[src/rtl/uart_baud_gen_os.sv]
// uart_baud_gen_os: oversampling baud-rate generator for the UART TX/RX paths.
// Divides clk by a runtime divisor into an oversample tick, then derives a
// bit-boundary TX strobe and a mid-bit RX sample strobe from the tick count.
// rx_sync re-aligns the phase on an RX start-bit edge.
//
// Optional build macro: UART_BAUD_FRAC_DIV_EN
//   Defined   -> FRAC_W-bit fractional accumulator stretches some periods by
//                one cycle, giving an average period of os_div + frac/2^FRAC_W.
//   Undefined -> integer divide only; frac is ignored.
//   The port list is the same in both builds.
//
// Ports:
//   clk            in   system clock
//   rst            in   asynchronous reset, active-high
//   en             in   generator enable; low clears the generator
//   os_div         in   clk cycles per oversample tick (0 treated as 1)
//   frac           in   fractional cycles per tick, units of 1/2^FRAC_W
//   rx_sync        in   pulse that restarts the bit phase (RX start edge)
//   os_tick        out  oversample strobe, one cycle wide
//   rx_sample_tick out  mid-bit sample strobe, one cycle wide
//   tx_bit_tick    out  bit-boundary strobe, one cycle wide
//   os_phase       out  current oversample phase, 0..OS_RATE-1

module uart_baud_gen_os #(
    parameter int DIV_W   = 16,
    parameter int OS_RATE = 16,
    parameter int FRAC_W  = 4,
    localparam int PH_W   = $clog2(OS_RATE)
) (
    input  logic              clk,
    input  logic              rst,
    input  logic              en,
    input  logic [DIV_W-1:0]  os_div,
    input  logic [FRAC_W-1:0] frac,
    input  logic              rx_sync,
    output logic              os_tick,
    output logic              rx_sample_tick,
    output logic              tx_bit_tick,
    output logic [PH_W-1:0]   os_phase
);

    localparam logic [PH_W-1:0] PH_LAST = PH_W'(OS_RATE - 1);
    localparam logic [PH_W-1:0] PH_MID  = PH_W'(OS_RATE / 2);

    logic [DIV_W-1:0] cnt;
    logic [DIV_W-1:0] div_eff;
    logic [PH_W-1:0]  phase;
    logic [PH_W-1:0]  phase_nxt;
    logic             tick_due;
    logic             clear;
    logic             carry;

    assign div_eff   = (os_div == '0) ? DIV_W'(1) : os_div;
    // >= rather than == so a divisor lowered below the running count
    // produces a tick on the very next edge instead of wrapping around.
    assign tick_due  = (cnt >= div_eff);
    assign clear     = !en || rx_sync;
    assign phase_nxt = (phase == PH_LAST) ? '0 : phase + PH_W'(1);
    assign os_phase  = phase;

`ifdef UART_BAUD_FRAC_DIV_EN
    logic [FRAC_W-1:0] acc;
    logic [FRAC_W:0]   acc_sum;

    assign acc_sum = {1'b0, acc} + {1'b0, frac};
    assign carry   = acc_sum[FRAC_W];

    always_ff @(posedge clk or posedge rst) begin
        if (rst) begin
            acc <= '0;
        end else if (clear) begin
            acc <= '0;
        end else if (tick_due) begin
            acc <= acc_sum[FRAC_W-1:0];
        end
    end
`else
    logic unused_frac;

    assign carry       = 1'b0;
    assign unused_frac = ^frac;
`endif

    always_ff @(posedge clk or posedge rst) begin
        if (rst) begin
            cnt            <= '0;
            phase          <= '0;
            os_tick        <= 1'b0;
            rx_sample_tick <= 1'b0;
            tx_bit_tick    <= 1'b0;
        end else if (clear) begin
            // rx_sync wins over a tick due this cycle; that tick is dropped.
            cnt            <= '0;
            phase          <= '0;
            os_tick        <= 1'b0;
            rx_sample_tick <= 1'b0;
            tx_bit_tick    <= 1'b0;
        end else if (tick_due) begin
            // Reloading 0 instead of 1 adds the extra fractional cycle.
            cnt            <= carry ? '0 : DIV_W'(1);
            phase          <= phase_nxt;
            os_tick        <= 1'b1;
            rx_sample_tick <= (phase_nxt == PH_MID);
            tx_bit_tick    <= (phase_nxt == '0);
        end else begin
            cnt            <= cnt + DIV_W'(1);
            os_tick        <= 1'b0;
            rx_sample_tick <= 1'b0;
            tx_bit_tick    <= 1'b0;
        end
    end

endmodule
[config.mk]
export PLATFORM = sky130hd
export DESIGN_NAME = uart_baud_gen_os
export DESIGN_NICKNAME = d
export VERILOG_FILES = /design/src/rtl/uart_baud_gen_os.sv
export SDC_FILE = /design/constraint.sdc
export NUM_CORES = 1
export LEC_CHECK = 0
export ABC_AREA = 1
export CELL_PAD_IN_SITES_DETAIL_PLACEMENT = 2
export CELL_PAD_IN_SITES_GLOBAL_PLACEMENT = 2
export CORE_ASPECT_RATIO = 1.5
export CORE_MARGIN = 2
export CORE_UTILIZATION = 32
export DETAILED_ROUTE_END_ITERATION = 6
export PLACE_DENSITY_LB_ADDON = 0.1
export SLEW_MARGIN = 20
export SYNTH_ARGS = -nofsm -noshare
export SYNTH_HDL_FRONTEND = slang
export SYNTH_SLANG_ARGS = --single-unit
[constraint.sdc]
create_clock -name clk -period 3.6 [get_ports clk]
set_input_delay 0.54 -clock clk [delete_from_list [all_inputs] [get_ports clk]]
set_output_delay 0.54 -clock clk [all_outputs]
set_load 0.02 [all_outputs]
== After elaboration in Yosys (flattened, before gate mapping) ==
Index checks and enable logic that the tools add are counted.
Operators by class
  reduce and logical (&&, ||, !) cells: 5
  mux-type cells: 12
  equality and inequality tests: 2
  magnitude comparators: 1
  add/subtract/negate cells: 2
Operators with widths (count)
  two-way mux 16 bit: 3
  adder 16 x 1 -> 16 bit, second input constant: 1
  greater-or-equal comparator 16 bit: 1
  zero test 16 bit: 1
  two-way mux 4 bit: 3
  equality test 4 bit, second input constant: 2
  two-way mux 1 bit: 6
  adder 4 x 1 -> 4 bit, second input constant: 1
  zero test 4 bit: 1
  nonzero test 2 bit: 1
  zero test 1 bit: 1
  logical OR 1 bit: 1
Word-level totals
  input bits: 24
  register bits after elaboration: 23

== Logic depth before layout (Yosys ltp) ==
  depth after elaboration: 5
  mapped depth: 16

== Worst setup path after synthesis ==
No wires, ideal clock.
  kind: input port to flip-flop
  from: in os_div[1]
  to: reg cnt[4]
  setup time: 0.069 ns
  arrival time: 1.877 ns
  setup slack: 1.654 ns
  buffers on the path: 1
  data required time: 3.531 ns
  stages on the path: 11
  cell sequence: nor4_1 a31o_2 ha_1 nand4_1 nor2_1 nor2_1 nand2_1 nand2_4 nand3_4 buf_6 nor2_2
On the way
  longest elaborated chain between the ends: 5
RTL lines
  start, declared: line 33  | input logic [DIV_W-1:0] os_div,
  zero test 16 bit: line 53  | assign div_eff = (os_div == '0) ? DIV_W'(1) : os_div;
  two-way mux 16 bit *: line 53
  greater-or-equal comparator 16 bit *: line 56  | assign tick_due = (cnt >= div_eff);
  two-way mux 16 bit *: line 98  | end else if (tick_due) begin
  two-way mux 16 bit *: line 91  | end else if (clear) begin
  end signal, assigned: line 100  | cnt <= carry ? '0 : DIV_W'(1);
  end signal, assigned: line 106  | cnt <= cnt + DIV_W'(1);
  end, declared: line 45  | logic [DIV_W-1:0] cnt;
Every way passes the cells marked *; elsewhere a longest branch is shown, timed or not.
A chain may end at the register's enable or synchronous reset.

== Worst setup path in the final report ==
  from: in os_div[13]
  to: reg phase[0] (netlist: os_phase[0])
On the way
  longest elaborated chain between the ends: 4
RTL lines
  zero test 16 bit: line 53
  two-way mux 16 bit *: line 53
  greater-or-equal comparator 16 bit *: line 56
  nonzero test 2 bit (no line) *
  end signal, assigned: line 101  | phase <= phase_nxt;
  end, declared: line 47  | logic [PH_W-1:0] phase;
Marked as above.

==> out/results.ini <==
[clocking]
clock_insertion_delay_worst_skew_ns = 0.27
number_of_clock_buffers_inserted_by_tritoncts = 3
clock_tree.buffer_depth = 2
clock_sinks = 23
clock_transition_time_at_the_flip_flop_clock_pins_of_the_worst_setup_and_hold_paths_ns = 0.08
ctsResizeCount = 0
cts_tree = built
cts_setup_buffers = 0
ctsHtreeMaxLevel = 1
cts_root_buffer = sky130_fd_sc_hd__clkbuf_8
cts.hold.buffers_added = 0

[critical_path]
worst_r2r_dst = os_phase[0]$_DFFE_PP0P_
r2r.worst_path.cells = 9
critical-path-top-delay-family = simple AND/OR/NAND/NOR gates
worst-r2r-setup-slack_ns = 1.70
startpoint = os_div[13]
critical_path_arrival_ns = 2.83
timing.critical_path.cells = clkdlybuf4s50_1 -> inv_1 -> nand4_1 -> nor3_1 -> a31o_2 -> ha_1 -> nand4_1 -> nor2_1 -> nor2_1 -> nand2_1 -> nand2_4 -> nand3_4 -> nand2_1 -> nand2_1
path_common_cell = sky130_fd_sc_hd__nand2_1
maximum_net_fanout_on_the_critical_path = 17
timing_worst_setup_path_type = primary input to flop
slowest_delay_ns = 0.40
timing.critical_path.slowest_stage_cell = sky130_fd_sc_hd__clkdlybuf4s50_1
worst-path-buf-inv = 2
worstPathRequired_ns = 3.76
critical_path.startpoint_type = primary input
worst_setup_path_end_kind = flop
r2r_start = cnt[7]$_DFF_PP0_

[synth]
synthesis.area_mm2 = 0.00169
synth.distinct_cells = 26
mean_cell_area_of_the_mapped_netlist_um2 = 7.78
post-synth-top-area-fraction_pct = 34.1
synth.yosys.seq_area_share_pct = 34.1
gate_count_of_the_mapped_netlist = 217
net_count_synth = 260
netlist.top_cell.by_area = sky130_fd_sc_hd__dfrtp_1
ys.warnings.count = 0
synth_area_leaders = sky130_fd_sc_hd__dfrtp_1 34%, sky130_fd_sc_hd__ha_1 14%, sky130_fd_sc_hd__nand2_1 10%, sky130_fd_sc_hd__inv_1 8.5%, sky130_fd_sc_hd__nor2_2 4.8%
yosys_register_bits = 23

[run]
drv_cap = 0

[floorplanning]
die_width_um = 63.3
initial_core_util_pct = 32.9
die_area_mm2 = 0.00588
ioPinCount = 31
placement_rows = 32
core_region_area_mm2 = 0.00512
floorplan.die.height_um = 93.0

[placement]
io_buffer_count = 26
gpl.final_weighted_congestion = 0.733
dp_hpwl_um = 3470

[sta]
max_slew_margin_pct = 39.2
final_worst_path_period_need_ns = 2.67
tightestPinTransition_ns = 0.911
hold-worst-slack_ns = 0.541
rsz0062_at_grt = no
layout_worst_path_cycle_share_pct = 74.2
final.setup_skew_ns = 0.00325
slew_violations = 0
hold_violations = 0
maxClockFrequency_mhz = 374
setup_total_negative_slack_ns = 0
timing.final.setup_violations = 0

[routing]
drt.antenna.violating_nets = 0
routed_wire_length_per_instance_um = 13.5
drtIter0Drc = 14
detail_route.vias_per_cell = 4.79
detailedRoute.firstPassIterationCount = 2
route.final.wire_length_um = 4240
remaining_drc_errors = 0
vias = 1504

[power]
power_report.internal_total_mw = 0.370
power_per_cell_area_mw_per_mm2 = 237
p_total_mw = 0.489
sequential_power_share_pct = 53.8
p_switching_mw = 0.119
combinationalPowerShare_pct = 13.0
power.switching_fraction_pct = 24.4
power.static_leakage_nw = 1.03
irDropWorstVdd_mv = 0.111
share_clk_of_total_power_pct = 33.2

[min_path]
worstHoldPathCells = 1
worst_hold_path_type = flop to flop
hold_path_origin = cnt[0]$_DFF_PP0_
end_of_the_worst_hold_path = cnt[0]$_DFF_PP0_

[finish]
nets = 290
fill_cells = 624
finish.utilization_pct = 40.3
diodes = 0
multi_input_comb_area_um2 = 955
drive_gt1_share_pct = 10.6
register_area_um2 = 576
syn2layout_area_growth_pct = 22.5

[run_status]
run_status = finished clean

[global_route]
number_of_antenna_violations_at_the_first_check_in_global_routing = 0
pin_count_of_the_biggest_net_entering_global_routing = 24
grt_first_pass_wirelength_um = 7450
grt_overflow_total = 0
via_count_of_the_first_global_routing_pass = 1652
track_usage_pct = 16.1

-- stage by stage --
stage / cell area, um2 / worst slack (ns) / instances
2_1_floorplan: 1690 / 1.65 / 217
3_3_place_gp: 2020 / 0.681 / 310
3_5_place_dp: 2020 / 0.592 / 310
4_1_cts: 2070 / 0.895 / 314
5_1_grt: 2070 / 0.721 / 314
6_report: 2070 / 0.928 / 314
-- area by class of cell --
class,count,share of cell area (%)
flip-flops and latches,23,27.8
well taps,68,4.12
inverters,39,7.08
repair buffers,26,12.6
clock buffers,4,2.18
multi-input cells,154,46.2
-- power groups by stage --
| stage | Sequential [mW] | Clock [mW] | Combinational (mW) |
|---|---|---|---|
| 6_report | 0.263 | 0.162 | 0.0637 |
| 5_1_grt | 0.264 | 0.181 | 0.0737 |
| 4_1_cts | 0.263 | 0.169 | 0.0662 |
| 3_5_place_dp | 0.268 | 0 | 0.0658 |
| 3_3_place_gp | 0.268 | 0 | 0.0635 |
| 2_1_floorplan | 0.268 | 0 | 0.0313 |
-- worst max path at each step --
stage | slack, ns | cells after the start | end
5_1_grt | 0.72 | 14 | os_phase[3]$_DFFE_PP0P_
3_5_place_dp | 0.59 | 14 | os_phase[3]$_DFFE_PP0P_
6_report | 0.93 | 14 | os_phase[0]$_DFFE_PP0P_
2_1_floorplan | 1.65 | 11 | cnt[4]$_DFF_PP0_
3_3_place_gp | 0.68 | 14 | os_phase[0]$_DFFE_PP0P_
4_1_cts | 0.90 | 14 | os_phase[3]$_DFFE_PP0P_
-- cell families after synthesis --
kind of cell,count (synthesis),synth area share [%]
XOR/XNOR,11,5.71
AO/OA/AOI/OAI,13,4.22
adder cells (fa/ha/maj),19,14.1
AND/OR/NAND/NOR,111,32.5
buffers and inverters,40,9.34
flip-flops,23,34.1
-- synthesized netlist by cell type --
master                    count
sky130_fd_sc_hd__nand3_2      1
sky130_fd_sc_hd__o21ai_0      3
sky130_fd_sc_hd__a21oi_1      7
sky130_fd_sc_hd__nor3_2       1
sky130_fd_sc_hd__buf_6        1
sky130_fd_sc_hd__xnor2_1      5
sky130_fd_sc_hd__a31o_2       1
sky130_fd_sc_hd__nand2_1     45
sky130_fd_sc_hd__xor2_1       6
sky130_fd_sc_hd__a21o_1       1
sky130_fd_sc_hd__o21ai_1      1
sky130_fd_sc_hd__nand2_4      1
sky130_fd_sc_hd__inv_2        1
sky130_fd_sc_hd__nand4_1     10
sky130_fd_sc_hd__nand3_4      1
sky130_fd_sc_hd__nor4_1       1
sky130_fd_sc_hd__nand3_1     10
sky130_fd_sc_hd__nor2_2      13
sky130_fd_sc_hd__nor2_4       2
sky130_fd_sc_hd__or2_2        1
sky130_fd_sc_hd__dfrtp_1     23
sky130_fd_sc_hd__nor3_1       5
sky130_fd_sc_hd__nand2_2      1
sky130_fd_sc_hd__nor2_1      19
sky130_fd_sc_hd__ha_1        19
sky130_fd_sc_hd__inv_1       38
-- registers in the layout, indices dropped and copies added (netlist names) --
signal          cells
cnt                16
os_phase            4
os_tick             1
rx_sample_tick      1
tx_bit_tick         1
-- layout by cell type, fill, tap and decap left out, drive strengths merged --
cell / netlist / routed
o21ai: 4 / 4
nor4: 1 / 1
nand4: 10 / 10
clkdlybuf4s50: 0 / 26
nor2: 34 / 34
nand2: 47 / 47
a21oi: 7 / 7
a21o: 1 / 1
a31o: 1 / 1
xnor2: 5 / 5
dfrtp: 23 / 23
clkbuf: 0 / 4
ha: 19 / 19
xor2: 6 / 6
inv: 39 / 39
nor3: 6 / 6
or2: 1 / 1
nand3: 12 / 12
-- metal layers --
layer | track usage [%] | share of wire [%]
met4 | 4.89 | 1.3
met1 | 19.3 | 42
met2 | 30.0 | 55
met5 | 0 | 0
met3 | 1.46 | 1.9
Note: power is estimated with default switching activity, not from simulation.
